--- config.mk ---
export PLATFORM = sky130hd
export DESIGN_NAME = lmdpl_nor_round_ctrl_flat
export DESIGN_NICKNAME = d
export VERILOG_FILES = /design/src/rtl/lmdpl_nor_round_ctrl_pkg.sv /design/src/rtl/lmdpl_nor_round_ctrl_if.sv /design/src/rtl/lmdpl_nor_round_ctrl_phase_counter.sv /design/src/rtl/lmdpl_nor_round_ctrl.sv /design/src/flat_wrapper.sv
export SDC_FILE = /design/constraint.sdc
export NUM_CORES = 1
export LEC_CHECK = 0
export BUFFER_PORTS_ARGS = -buffer_cell sky130_fd_sc_hd__buf_2
export CAP_MARGIN = 10
export CORE_MARGIN = 1
export CORE_UTILIZATION = 54
export DETAILED_ROUTE_END_ITERATION = 8
export GPL_TIMING_DRIVEN = 0
export PLACE_DENSITY = 0.76
export SYNTH_ARGS = -nofsm -noshare
export SYNTH_HDL_FRONTEND = slang
export SYNTH_SLANG_ARGS = --single-unit
export TNS_END_PERCENT = 1
--- constraint.sdc ---
create_clock -name clk -period 2 [get_ports clk]
set_input_delay 0 -clock clk [delete_from_list [all_inputs] [get_ports clk]]
set_output_delay 0 -clock clk [all_outputs]
set_load 0.05 [all_outputs]
--- src/rtl/lmdpl_nor_round_ctrl_pkg.sv ---
// Shared types and the LMDPL NOR lookup map used by the round sequencer.
// The table map converts a gate's {m_out,m_in1,m_in0} mask triple into its 8-bit selector table.
package lmdpl_ctrl_pkg;

    typedef enum logic [1:0] {
        S_IDLE  = 2'd0,
        S_FETCH = 2'd1,
        S_PRE   = 2'd2,
        S_EVAL  = 2'd3
    } state_t;

    localparam int M_IN0 = 0;
    localparam int M_IN1 = 1;
    localparam int M_OUT = 2;

    // Entry k (k = {m_out,m_in1,m_in0}) lives at bits [8k+7:8k].
    localparam logic [63:0] NOR_TABLE = {8'h78, 8'hB4, 8'hD2, 8'hE1,
                                         8'h87, 8'h4B, 8'h2D, 8'h1E};

    function automatic logic [7:0] nor_table(input logic [2:0] m);
        logic [5:0] idx;
        idx = {m[M_OUT], m[M_IN1], m[M_IN0], 3'b000};
        return NOR_TABLE[idx +: 8];
    endfunction

endpackage

--- src/rtl/lmdpl_nor_round_ctrl_if.sv ---
// Handshake/bus bundle between the round sequencer and its PRNG, operand source,
// result sink and NOR array.
interface lmdpl_nor_round_ctrl_if #(
    parameter int N_GATES = 4,
    parameter int CNT_W   = 16
);
    logic                   go;
    logic                   rnd_valid;
    logic                   rnd_ready;
    logic [3*N_GATES-1:0]   rnd_data;
    logic                   in_valid;
    logic                   in_ready;
    logic                   pre;
    logic                   eval;
    logic [8*N_GATES-1:0]   tbl;
    logic [3*N_GATES-1:0]   mask_out;
    logic                   out_valid;
    logic                   busy;
    logic [CNT_W-1:0]       round_cnt;

    modport slave (
        input  go, rnd_valid, rnd_data, in_valid,
        output rnd_ready, in_ready, pre, eval, tbl, mask_out, out_valid, busy, round_cnt
    );

    modport master (
        output go, rnd_valid, rnd_data, in_valid,
        input  rnd_ready, in_ready, pre, eval, tbl, mask_out, out_valid, busy, round_cnt
    );
endinterface

--- src/rtl/lmdpl_nor_round_ctrl_phase_counter.sv ---
// Loadable down-counter with a zero flag; times both the precharge and evaluate phases.
module lmdpl_phase_counter #(
    parameter int W = 2
) (
    input  logic         clk,
    input  logic         rst,
    input  logic         i_load,
    input  logic [W-1:0] i_load_val,
    input  logic         i_dec,
    output logic         o_zero
);
    logic [W-1:0] r_cnt;

    always_ff @(posedge clk) begin
        if (rst) begin
            r_cnt <= '0;
        end else if (i_load) begin
            r_cnt <= i_load_val;
        end else if (i_dec && (r_cnt != '0)) begin
            r_cnt <= r_cnt - 1'b1;
        end
    end

    assign o_zero = (r_cnt == '0);
endmodule

--- src/rtl/lmdpl_nor_round_ctrl.sv ---
// Round sequencer for a bank of LMDPL NOR gates: fetches fresh masks every round,
// builds per-gate tables and drives the precharge/evaluate phases.
//
// state | meaning
// IDLE  | waiting for go; outputs quiet, mask_out holds last round's masks
// FETCH | precharging, waiting for one PRNG word
// PRE   | precharging for PRE_CYCLES, then waiting for operands
// EVAL  | tables driven onto the array for EVAL_CYCLES
module lmdpl_nor_round_ctrl
    import lmdpl_ctrl_pkg::*;
#(
    parameter int N_GATES     = 4,
    parameter int PRE_CYCLES  = 1,
    parameter int EVAL_CYCLES = 2,
    parameter int CNT_W       = 16
) (
    input  logic                   clk,
    input  logic                   rst,
    lmdpl_nor_round_ctrl_if.slave  bus
);
    localparam int PH_MAX = (PRE_CYCLES > EVAL_CYCLES) ? PRE_CYCLES : EVAL_CYCLES;
    localparam int PH_W   = $clog2(PH_MAX + 1);
    localparam logic [PH_W-1:0] PRE_LOAD  = PH_W'(PRE_CYCLES - 1);
    localparam logic [PH_W-1:0] EVAL_LOAD = PH_W'(EVAL_CYCLES - 1);

    state_t                 r_state;
    logic                   r_rnd_ready;
    logic                   r_pre;
    logic                   r_eval;
    logic                   r_busy;
    logic [8*N_GATES-1:0]   r_tbl;
    logic [8*N_GATES-1:0]   r_tbl_out;
    logic [3*N_GATES-1:0]   r_mask;
    logic [CNT_W-1:0]       r_round_cnt;

    logic [8*N_GATES-1:0]   w_tbl_next;
    logic                   w_accept;
    logic                   w_start_eval;
    logic                   w_eval_done;
    logic                   w_cnt_zero;
    logic                   w_load;
    logic                   w_dec;
    logic [PH_W-1:0]        w_load_val;

    for (genvar g = 0; g < N_GATES; g++) begin : g_tbl
        assign w_tbl_next[8*g +: 8] = nor_table(bus.rnd_data[3*g +: 3]);
    end

    assign w_accept     = (r_state == S_FETCH) && bus.rnd_valid && r_rnd_ready;
    assign w_start_eval = (r_state == S_PRE) && w_cnt_zero && bus.in_valid;
    assign w_eval_done  = (r_state == S_EVAL) && w_cnt_zero;
    assign w_load       = w_accept || w_start_eval;
    assign w_load_val   = w_accept ? PRE_LOAD : EVAL_LOAD;
    assign w_dec        = (r_state == S_PRE) || (r_state == S_EVAL);

    lmdpl_phase_counter #(.W(PH_W)) u_phase_cnt (
        .clk        (clk),
        .rst        (rst),
        .i_load     (w_load),
        .i_load_val (w_load_val),
        .i_dec      (w_dec),
        .o_zero     (w_cnt_zero)
    );

    always_ff @(posedge clk) begin
        if (rst) begin
            r_state     <= S_IDLE;
            r_rnd_ready <= 1'b0;
            r_pre       <= 1'b0;
            r_eval      <= 1'b0;
            r_busy      <= 1'b0;
            r_tbl       <= '0;
            r_tbl_out   <= '0;
            r_mask      <= '0;
            r_round_cnt <= '0;
        end else begin
            unique case (r_state)
                S_IDLE: begin
                    if (bus.go) begin
                        r_state     <= S_FETCH;
                        r_rnd_ready <= 1'b1;
                        r_pre       <= 1'b1;
                        r_busy      <= 1'b1;
                    end
                end
                S_FETCH: begin
                    if (w_accept) begin
                        r_state     <= S_PRE;
                        r_rnd_ready <= 1'b0;
                        r_mask      <= bus.rnd_data;
                        r_tbl       <= w_tbl_next;
                    end
                end
                S_PRE: begin
                    if (w_start_eval) begin
                        r_state   <= S_EVAL;
                        r_pre     <= 1'b0;
                        r_eval    <= 1'b1;
                        r_tbl_out <= r_tbl;
                    end
                end
                S_EVAL: begin
                    // Tables drop to zero on exit, guaranteeing a zero gap before the next EVAL.
                    if (w_eval_done) begin
                        r_eval      <= 1'b0;
                        r_tbl_out   <= '0;
                        r_round_cnt <= r_round_cnt + 1'b1;
                        if (bus.go) begin
                            r_state     <= S_FETCH;
                            r_rnd_ready <= 1'b1;
                            r_pre       <= 1'b1;
                        end else begin
                            r_state <= S_IDLE;
                            r_busy  <= 1'b0;
                        end
                    end
                end
                default: r_state <= S_IDLE;
            endcase
        end
    end

    assign bus.rnd_ready = r_rnd_ready;
    assign bus.in_ready  = w_start_eval;
    assign bus.pre       = r_pre;
    assign bus.eval      = r_eval;
    assign bus.tbl       = r_tbl_out;
    assign bus.mask_out  = r_mask;
    assign bus.out_valid = w_eval_done;
    assign bus.busy      = r_busy;
    assign bus.round_cnt = r_round_cnt;
endmodule

--- src/flat_wrapper.sv ---
// flat-port wrapper written by rule: the top's interface ports become plain ports
module lmdpl_nor_round_ctrl_flat import lmdpl_ctrl_pkg::*;
#(
    parameter int N_GATES     = 4,
    parameter int PRE_CYCLES  = 1,
    parameter int EVAL_CYCLES = 2,
    parameter int CNT_W       = 16
)
  (clk, rst, bus_go, bus_rnd_valid, bus_rnd_data, bus_in_valid, bus_rnd_ready, bus_in_ready, bus_pre, bus_eval, bus_tbl, bus_mask_out, bus_out_valid, bus_busy, bus_round_cnt);
  lmdpl_nor_round_ctrl_if #(.N_GATES(N_GATES), .CNT_W(CNT_W)) bus_i ();
  input  logic clk;
  input  logic rst;
  input wire logic [$bits(bus_i.go)-1:0] bus_go;
  input wire logic [$bits(bus_i.rnd_valid)-1:0] bus_rnd_valid;
  input wire logic [$bits(bus_i.rnd_data)-1:0] bus_rnd_data;
  input wire logic [$bits(bus_i.in_valid)-1:0] bus_in_valid;
  output wire logic [$bits(bus_i.rnd_ready)-1:0] bus_rnd_ready;
  output wire logic [$bits(bus_i.in_ready)-1:0] bus_in_ready;
  output wire logic [$bits(bus_i.pre)-1:0] bus_pre;
  output wire logic [$bits(bus_i.eval)-1:0] bus_eval;
  output wire logic [$bits(bus_i.tbl)-1:0] bus_tbl;
  output wire logic [$bits(bus_i.mask_out)-1:0] bus_mask_out;
  output wire logic [$bits(bus_i.out_valid)-1:0] bus_out_valid;
  output wire logic [$bits(bus_i.busy)-1:0] bus_busy;
  output wire logic [$bits(bus_i.round_cnt)-1:0] bus_round_cnt;
  assign bus_i.go = bus_go;
  assign bus_i.rnd_valid = bus_rnd_valid;
  assign bus_i.rnd_data = bus_rnd_data;
  assign bus_i.in_valid = bus_in_valid;
  assign bus_rnd_ready = bus_i.rnd_ready;
  assign bus_in_ready = bus_i.in_ready;
  assign bus_pre = bus_i.pre;
  assign bus_eval = bus_i.eval;
  assign bus_tbl = bus_i.tbl;
  assign bus_mask_out = bus_i.mask_out;
  assign bus_out_valid = bus_i.out_valid;
  assign bus_busy = bus_i.busy;
  assign bus_round_cnt = bus_i.round_cnt;
  lmdpl_nor_round_ctrl #(.N_GATES(N_GATES), .PRE_CYCLES(PRE_CYCLES), .EVAL_CYCLES(EVAL_CYCLES), .CNT_W(CNT_W)) u_core (.clk(clk), .rst(rst), .bus(bus_i));
endmodule
# After elaboration in Yosys (flattened, before gate mapping)
# Index checks and enable logic that the tools add are counted.
# W data, S select, Z words.
# totals
regBits	100
output_inout_bits	66
# op_classes
addsub	2
n_eq_ne	8
n_shift	4
n_mux	27
reduce_logical	23
# ops
cell	count
$shiftx A64 B7 Y8 const A	4
$mux W32	2
$pmux W32 S2	1
$add A16 B1 Y16 const B	1
$mux W1	13
$mux W2	6
$reduce_and A3 Y1	3
$pmux W2 S4	1
$reduce_and A4 Y1	2
$reduce_bool A2 Y1	4
$logic_and A1 B1 Y1	6
$ne A2 B2 Y1 const B	3
$pmux W1 S3	2
$reduce_bool A3 Y1	2
$eq A2 B2 Y1 const B	2
$logic_not A2 Y1	2
$ne A2 B1 Y1 const B	2
$pmux W1 S2	2
$reduce_and A2 Y1	2
$eq A2 B1 Y1 const B	1
$logic_or A1 B1 Y1	2
$sub A2 B1 Y2 const B	1

# Longest topological paths before layout
# Gate-level depths: netlist of run 1.
# logic_depth
word_depth	5
mapped_depth	7

# Cells and area by module
# From an unflattened synthesis of run 1, not the netlist that was laid out.
# hier_totals
hier_cells	460
hier_area_um2	4065.1
# modules_own_cells
module	n_inst	cells_per_inst	area_per_inst_um2	seq_area_each_um2
lmdpl_nor_round_ctrl	1	446	3938.8	1961.9
lmdpl_phase_counter	1	14	126.4	40.0

# Worst setup path after synthesis of run 1
# No wires, ideal clock.
# synth_path
kind	register to register
start	reg u_core.r_round_cnt[4], in the netlist u_core.bus.round_cnt[4]
end	reg u_core.r_round_cnt[14], in the netlist u_core.bus.round_cnt[14]
t_arrival_ns	1.797
required_ns	1.930
setup_slack_ns	0.132
stages_incl_launch_ff	6
path_buffers	1
path_cell_list	dfxtp_1 > and3_2 > buf_2 > nand3_4 > or4_1 > a21oi_1
# synth_via
elab_chain_len	1
# synth_rtl
item	line	text
start: declaration	lmdpl_nor_round_ctrl.sv:34	logic [CNT_W-1:0] r_round_cnt;
start signal: assignment	lmdpl_nor_round_ctrl.sv:107	r_round_cnt <= r_round_cnt + 1'b1;
$add A16 B1 Y16	lmdpl_nor_round_ctrl.sv:107	
# Every way passes these cells.
# A chain may end at the register's enable or synchronous reset.

# Worst setup path in the final report of run 1
# layout_path
start	reg u_core.r_state[0]
end	reg u_core.r_tbl_out[2], in the netlist u_core.bus.tbl[2]
# layout_via
elab_chain_len	5
word_cells_on_any_way	10
classes_between	eq/ne (4); mux (1); reduce/logical (5)
# layout_rtl
item	line	text
start: declaration	lmdpl_nor_round_ctrl.sv:26	state_t r_state;
start signal: assignment	lmdpl_nor_round_ctrl.sv:67	r_state <= S_IDLE;
start signal: assignment	lmdpl_nor_round_ctrl.sv:80	r_state <= S_FETCH;
start signal: assignment	lmdpl_nor_round_ctrl.sv:88	r_state <= S_PRE;
$eq A2 B2 Y1	lmdpl_nor_round_ctrl.sv:50, lmdpl_nor_round_ctrl.sv:77	
$logic_and A1 B1 Y1 (2 in series)	lmdpl_nor_round_ctrl.sv:50	assign w_start_eval = (r_state == S_PRE) && w_cnt_zero && bus.in_valid;
$ne A2 B1 Y1 (no line)	-	
$reduce_and A3 Y1 (no line)	-	
end signal: assignment	lmdpl_nor_round_ctrl.sv:99	r_tbl_out <= r_tbl;
end: declaration	lmdpl_nor_round_ctrl.sv:32	logic [8*N_GATES-1:0] r_tbl_out;
# Several ways; a longest one is shown, not always the timed one.

==> metrics.txt, run 1 <==
Sw Pwr=1.517 mW; Layout area overhead=21.88%; GR Util All Layers=0.2675; sequential share of the synthesized area=0.5036; Placement Setup Slack=-0.09235 ns; fin crit period=1.873 ns; Max Used Layer=met4; post-synthesis cell count=453; layout cells sized above 1=0.2190; setup ws final=0.1273 ns; initial antenna violation count=0; part of the cycle the worst path needs=0.9363; CP startpoint kind=flip-flop; relative slew slack=0.6066; global-route wire length before repair=15750 µm; row count=30; Die Ht=87.80 µm; worst-skew pair later-pin latency=0.36 ns; FF/Latch Area=0.002002 mm²; P_int=3.248 mW; CP max-delay cell=dfxtp_1; Finish-stage setup viols=0; Initial DRC Count=159; placed cell areas=0.004486 mm²; vias per std cell=5.467; Num CTS Buffers=9; worst-case hold slack=0.009374 ns; Leak=1.963 nW; RSZ-0062 raised after global routing=yes; clock root buffer master=clkbuf_8; Num Clock Sinks=100; Synth Cell Area=0.003975 mm²; Switching Fraction=0.3183; DP HPWL=6869 µm; Mapped Nets=477; Initial Util=0.5724; Worst-Margin Slew=0.5901 ns; H-Tree Depth=3; fillers=549; final setup skew=0.009980 ns; max-cap violation count=0; nets@finish=577; vias in the first global route=3329; Hold Crit Class=input pin to flip-flop; Avg Synthesized Cell Area=8.775 µm²; Slew Limit Fails=0; post-synth cell types=40; CP max stage delay=0.34 ns; final WL=9833 µm; routability congestion estimate=0.8665; Seq pwr share=0.461; area used by multi-input combinational logic=0.001817 mm²; CP delay by family, top=buffers and inverters; Clk pwr share=0.302; WS Path Type=flip-flop to flip-flop; Layout Utilization=0.6977; Pwr Density=983.5 mW/mm²; IO Pins=83; M1 WL=4339 µm; met3 wire len=482 µm; Core Area=0.006944 mm²; setup tns final=0 ns; CP Buf/Inv Count=2; Combinational Power Share=0.237; crit path max fanout=10; port bufs=78; Critical Path AT=2.16 ns; remaining antenna violation count after routing=0; Via Count=3570; Antenna diodes=0; # DRC=0; Max Buffers Root-to-Sink=2; Die X=87.80 µm; total of warnings raised by yosys=0; Worst-path clk slew=0.09 ns; outcome=completed; die area=0.007708 mm²; worst-path cell chain=inv_1 -> ha_2 -> mux2_2 -> nand2_1 -> clkbuf_4 -> a22oi_1 -> nor2_1; CP endpoint kind=flip-flop; Max Freq=534.0 MHz; Congestion Overflow GR=0; worst ir drop on vdd=0.7170 mV; largest net degree at the start of global routing=16; Yosys reg bits=100; met2 routed WL=4799 µm; fin area=0.004845 mm²; CTS tree=built; First-pass DRT Iterations=5; WP data required=2.28 ns; drt wl/cell=15.06 µm; Final Hold Fails=0
==> cell usage after synthesis <==
cell	n	area, µm²
and3_1	2	12.51
nor2_1	73	274.0
o21ai_1	1	5.000
a2111oi_4	1	27.53
clkbuf_1	25	93.84
and4_4	1	11.26
dfxtp_1	100	2002
ha_1	7	87.58
nand4_1	7	43.79
a211oi_1	19	142.6
mux2_2	2	22.52
or3_1	3	18.77
nor3_1	3	15.01
buf_4	1	7.510
and3_2	1	7.510
or4_1	1	7.510
nor4b_1	2	17.52
buf_2	6	30.03
a22oi_1	32	240.2
a2111oi_0	1	8.760
a221oi_1	1	8.760
xnor2_1	13	113.9
or3_2	1	7.510
a21boi_0	1	7.510
a21oi_1	34	170.2
and4_1	2	17.52
buf_1	2	7.510
and2_1	1	6.260
mux2i_1	2	20.02
and2b_2	1	8.760
o31ai_1	2	15.01
and4_2	1	10.01
nor2b_1	10	62.56
and2_2	1	7.510
nand3_4	1	17.52
nand2_1	66	247.7
nand3_1	4	20.02
o21ai_0	3	15.01
inv_1	6	22.52
xor2_1	13	113.9
==> per-stage QoR <==
stage                     std cells  power, mW
after global routing            653      4.974
after global placement          627      3.278
after detailed placement        627      3.323
final                           653      4.765
after floorplan                 453      3.041
after CTS                       653      4.759
==> kinds of logic after synthesis <==
| kind of cell | synth area share |
|---|---|
| simple gates | 0.2046 |
| flops | 0.5036 |
| compound gates | 0.1612 |
| buf+inv | 0.04061 |
| xor+xnor | 0.05729 |
| fa+ha+maj | 0.02203 |
| mux | 0.01070 |
==> cell type report <==
cell class | instances | area share
Buffer | 34 | 0.03280
Timing Repair Buffer | 89 | 0.1033
Inverter | 6 | 0.004649
Multi-Input combinational cell | 313 | 0.3750
Tap cell | 96 | 0.02479
Clock inverter | 4 | 0.01498
Sequential cell | 100 | 0.4132
Clock buffer | 11 | 0.03125
==> worst reg2reg max path, delay by kind of cell (launching register included) <==
family	cells	cell delay, ns
and+or+nand+nor	2	0.32
buffers and inverters	2	0.44
DFF	1	0.34
muxes	1	0.34
adders and majority gates	1	0.28
AOI/OAI and AO/OA	1	0.08
==> power groups by stage <==
stage,clock network [mW],registers (mW),logic [mW]
global route,1.53,2.21,1.23
floorplan,0,2.39,0.655
global placement,0,2.23,1.04
finish,1.44,2.20,1.13
detailed placement,0,2.24,1.08
CTS,1.45,2.19,1.12
==> state kept, by name (all words and copies together) (netlist names) <==
register	cells
u_core.r_tbl	32
u_core.bus.busy	1
u_core.bus.rnd_ready	1
u_core.r_state	2
u_core.u_phase_cnt.r_cnt	2
u_core.bus.pre	1
u_core.bus.eval	1
u_core.bus.mask_out	12
u_core.bus.round_cnt	16
u_core.bus.tbl	32
==> worst paths after layout <==
check                                      startpoint                                  end  slack [ns]  cells after the start
setup reg to reg       u_core.r_state[0]$_SDFFE_PP0P_       u_core.bus.tbl[2]$_SDFFE_PP0P_        0.13                      7
setup / recovery       u_core.r_state[0]$_SDFFE_PP0P_       u_core.bus.tbl[2]$_SDFFE_PP0P_        0.13                      7
hold / removal                        bus_rnd_data[5]  u_core.bus.mask_out[5]$_SDFFE_PP0P_       0.009                      3
hold reg to reg   u_core.bus.mask_out[3]$_SDFFE_PP0P_  u_core.bus.mask_out[3]$_SDFFE_PP0P_        0.46                      2
==> metal layers <==
| metal | track usage | vias up |
|---|---|---|
| met5 | 0 | - |
| met2 | 0.4397 | 104 |
| li1 | - | 1740 |
| met3 | 0.03676 | 16 |
| met4 | 0.1133 | 0 |
| met1 | 0.3530 | 1710 |
==> timing repair <==
item                                    4_1_cts  5_1_grt
gates resized for setup                       6       16
hold buffers                                 11        0
endpoints found under the setup margin       46       58
endpoints found under the hold margin        11        0
setup buffers                                 0        0
pin swaps                                     0        1
gates cloned                                  0        0
==> layout by cell type (no fill, tap or decap), types with 3 or more instances in the layout <==
| master | n |
|---|---|
| clkbuf_8 | 11 |
| dfxtp_1 | 100 |
| nand3_1 | 4 |
| or3_1 | 3 |
| ha_1 | 6 |
| nor3_1 | 3 |
| buf_2 | 84 |
| nand2_1 | 66 |
| clkbuf_2 | 7 |
| nor2_1 | 72 |
| o21ai_0 | 3 |
| nand4_1 | 7 |
| xor2_1 | 13 |
| dlygate4sd3_1 | 11 |
| clkbuf_1 | 16 |
| inv_1 | 6 |
| clkbuf_4 | 3 |
| a22oi_1 | 32 |
| nor2b_1 | 10 |
| a211oi_1 | 19 |
| a21oi_1 | 34 |
| xnor2_1 | 13 |
(Power assumes the default switching activity.)
==> run 2, diff against run 1 <==
--- a/config.mk
+++ b/config.mk
@@ -11,7 +11,7 @@
 export CORE_UTILIZATION = 54
 export DETAILED_ROUTE_END_ITERATION = 8
 export GPL_TIMING_DRIVEN = 0
-export PLACE_DENSITY = 0.76
+export PLACE_DENSITY_LB_ADDON = 0.25
 export SYNTH_ARGS = -nofsm -noshare
 export SYNTH_HDL_FRONTEND = slang
 export SYNTH_SLANG_ARGS = --single-unit
==> run 2 against run 1 <==
Effect of this change: setup slack lost 0.00087 ns; sequential share of layout area grew 0.30 points; cell count grew 0.31%; clock power shrank 13%; core utilization shrank 0.50 points; highest routed layer unchanged.
==> metrics.txt, run 2 (same netlist as run 1, synthesis figures left out) <==
part of the cycle the worst path needs=0.9368 (about the same); overall power=4.586 mW (-3.8%); Num Clock Sinks=100 (unchanged); Combinational Power Share=0.249 (+0.012); commonest non-fill, non-tap cell in the layout=dfxtp_1; crit path max fanout=10 (unchanged); Via Count=3562 (-0.22%); GR Util All Layers=0.2577 (-0.009763); Congestion Overflow GR=0 (unchanged); area used by multi-input combinational logic=0.001817 mm² (unchanged); Finish-stage setup viols=0 (unchanged); relative slew slack=0.6085 (+0.001901); Antenna diodes=0 (unchanged); largest net degree at the start of global routing=17 (+1); WP data required=2.29 ns (about the same); nets@finish=578 (+0.17%); clock root buffer master=clkbuf_8; most frequent cells in the layout=100 x dfxtp_1, 86 x buf_2, 72 x nor2_1; Initial DRC Count=208 (+31%); Max Freq=533.7 MHz (about the same); Core Area=0.006944 mm² (unchanged); RSZ-0062 raised after global routing=yes; row count=30 (unchanged); DP HPWL=6704 µm (-2.4%); Seq pwr share=0.478 (+0.017); fin crit period=1.874 ns (+0.0008690 ns); Clk pwr share=0.272 (-0.030); Switching Fraction=0.3315 (+0.01323); Initial Util=0.5724 (unchanged); Num CTS Buffers=9 (unchanged); routability congestion estimate=0.8385 (-3.2%); outcome=completed; final setup skew=0.006915 ns (-0.003066 ns); worst ir drop on vdd=0.7162 mV (-0.11%); final WL=9527 µm (-3.1%); drt wl/cell=14.55 µm (-3.4%); Die X=87.80 µm (unchanged); worst-case hold slack=0.01337 ns (+0.004001 ns); Hold Crit Class=input pin to flip-flop; fillers=578 (+5.3%); FF/Latch Area=0.002002 mm² (unchanged); port bufs=78 (unchanged); vias in the first global route=3207 (-3.7%); Final Hold Fails=0 (unchanged); Sw Pwr=1.520 mW (+0.24%); Slew Limit Fails=0 (unchanged); initial antenna violation count=0 (unchanged); worst-skew pair later-pin latency=0.36 ns (about the same); First-pass DRT Iterations=5 (unchanged); Worst-Margin Slew=0.5873 ns (-0.002851 ns); Max Buffers Root-to-Sink=2 (unchanged); # DRC=0 (unchanged); Die Ht=87.80 µm (unchanged); Critical Path AT=2.17 ns (about the same); layout cells sized above 1=0.2147 (-0.004361); Worst-path clk slew=0.09 ns (about the same); vias per std cell=5.438 (-0.53%); IO Pins=83 (unchanged); P_int=3.065 mW (-5.6%); die area=0.007708 mm² (unchanged); max-cap violation count=0 (unchanged); remaining antenna violation count after routing=0 (unchanged); Layout area overhead=20.99%; CTS tree=built; H-Tree Depth=3 (unchanged); CP endpoint kind=flip-flop; Pwr Density=953.4 mW/mm² (-3.1%); WS Path Type=flip-flop to flip-flop; Leak=1.930 nW (-1.7%); CP startpoint kind=flip-flop; global-route wire length before repair=15150 µm (-3.8%)
-- run 2: changes by cell type in the layout (fill, tap and decap cells not counted) --
cell,before,now
clkbuf_1,16,19
clkbuf_2,7,3
clkbuf_8,11,9
clkbuf_4,3,1
buf_4,1,2
clkinv_2,1,3
buf_2,84,86
clkinvlp_4,1,3
bufinv_16,2,1
buf_1,1,2
-- run 2: cell type report --
cell class / count / area share
buffer: 34 / 0.03096
inverter: 6 / 0.004683
sequential: 100 / 0.4162
multi-input combinational: 313 / 0.3777
clock buffer: 9 / 0.02575
tap: 96 / 0.02497
timing repair buffer: 90 / 0.1056
clock inverter: 7 / 0.01405
-- run 2: metrics by stage --
step / instance area [µm²] / setup TNS (ns) / cells / setup slack, ns / utilization
floorplan: 3975 / 0 / 453 / 0.1323 / -
global placement: 4486 / -0.6355 / 627 / -0.07777 / 0.6459
detailed placement: 4486 / -0.9521 / 627 / -0.08938 / 0.6459
CTS: 4796 / -0.01950 / 654 / -0.01950 / 0.6906
global route: 4810 / -0.09756 / 655 / -0.02596 / 0.6926
finish: 4810 / 0 / 655 / 0.1264 / 0.6926
-- run 2: metal layers --
metal,track usage,vias up,routed length [µm]
li1,-,1748,-
met1,0.3433,1669,4296
met2,0.4207,129,4498
met3,0.03959,16,550
met4,0.09985,0,182
met5,0,-,0
-- run 2: worst max-delay path: stages, from the launching register on --
cell and delay (ns):
dfxtp_1 0.36, inv_1 0.11, ha_1 0.21, and3_1 0.18, clkbuf_1 0.24, clkbuf_1 0.43, nand2_1 0.14, a21oi_1 0.14
-- run 2: power by group through the flow --
stage                     registers [mW]  clock network [mW]  logic, mW
final                               2.19                1.25       1.14
after global routing                2.22                1.35       1.23
after CTS                           2.19                1.26       1.10
after detailed placement            2.24                   0       1.08
after global placement              2.23                   0       1.04
after floorplan                     2.39                   0      0.655
-- run 2: path summary, 6_finish.rpt --
kind	slack [ns]	depth (start not counted)	endpoint	from
worst max-delay path	0.13	7	u_core.bus.mask_out[6]$_SDFFE_PP0P_	u_core.r_state[1]$_SDFFE_PP0P_
worst min-delay path	0.01	3	u_core.bus.mask_out[11]$_SDFFE_PP0P_	bus_rnd_data[11]
worst max register to register	0.13	7	u_core.bus.mask_out[6]$_SDFFE_PP0P_	u_core.r_state[1]$_SDFFE_PP0P_
worst min register to register	0.46	2	u_core.bus.mask_out[7]$_SDFFE_PP0P_	u_core.bus.mask_out[7]$_SDFFE_PP0P_
-- run 2: repair_timing --
item | CTS | global route
endpoints found under the setup margin | 41 | 46
resized for setup | 6 | 7
cloned | 0 | 0
pin swaps | 0 | 1
setup buffers | 0 | 1
endpoints found under the hold margin | 11 | 0
hold buffers | 11 | 0
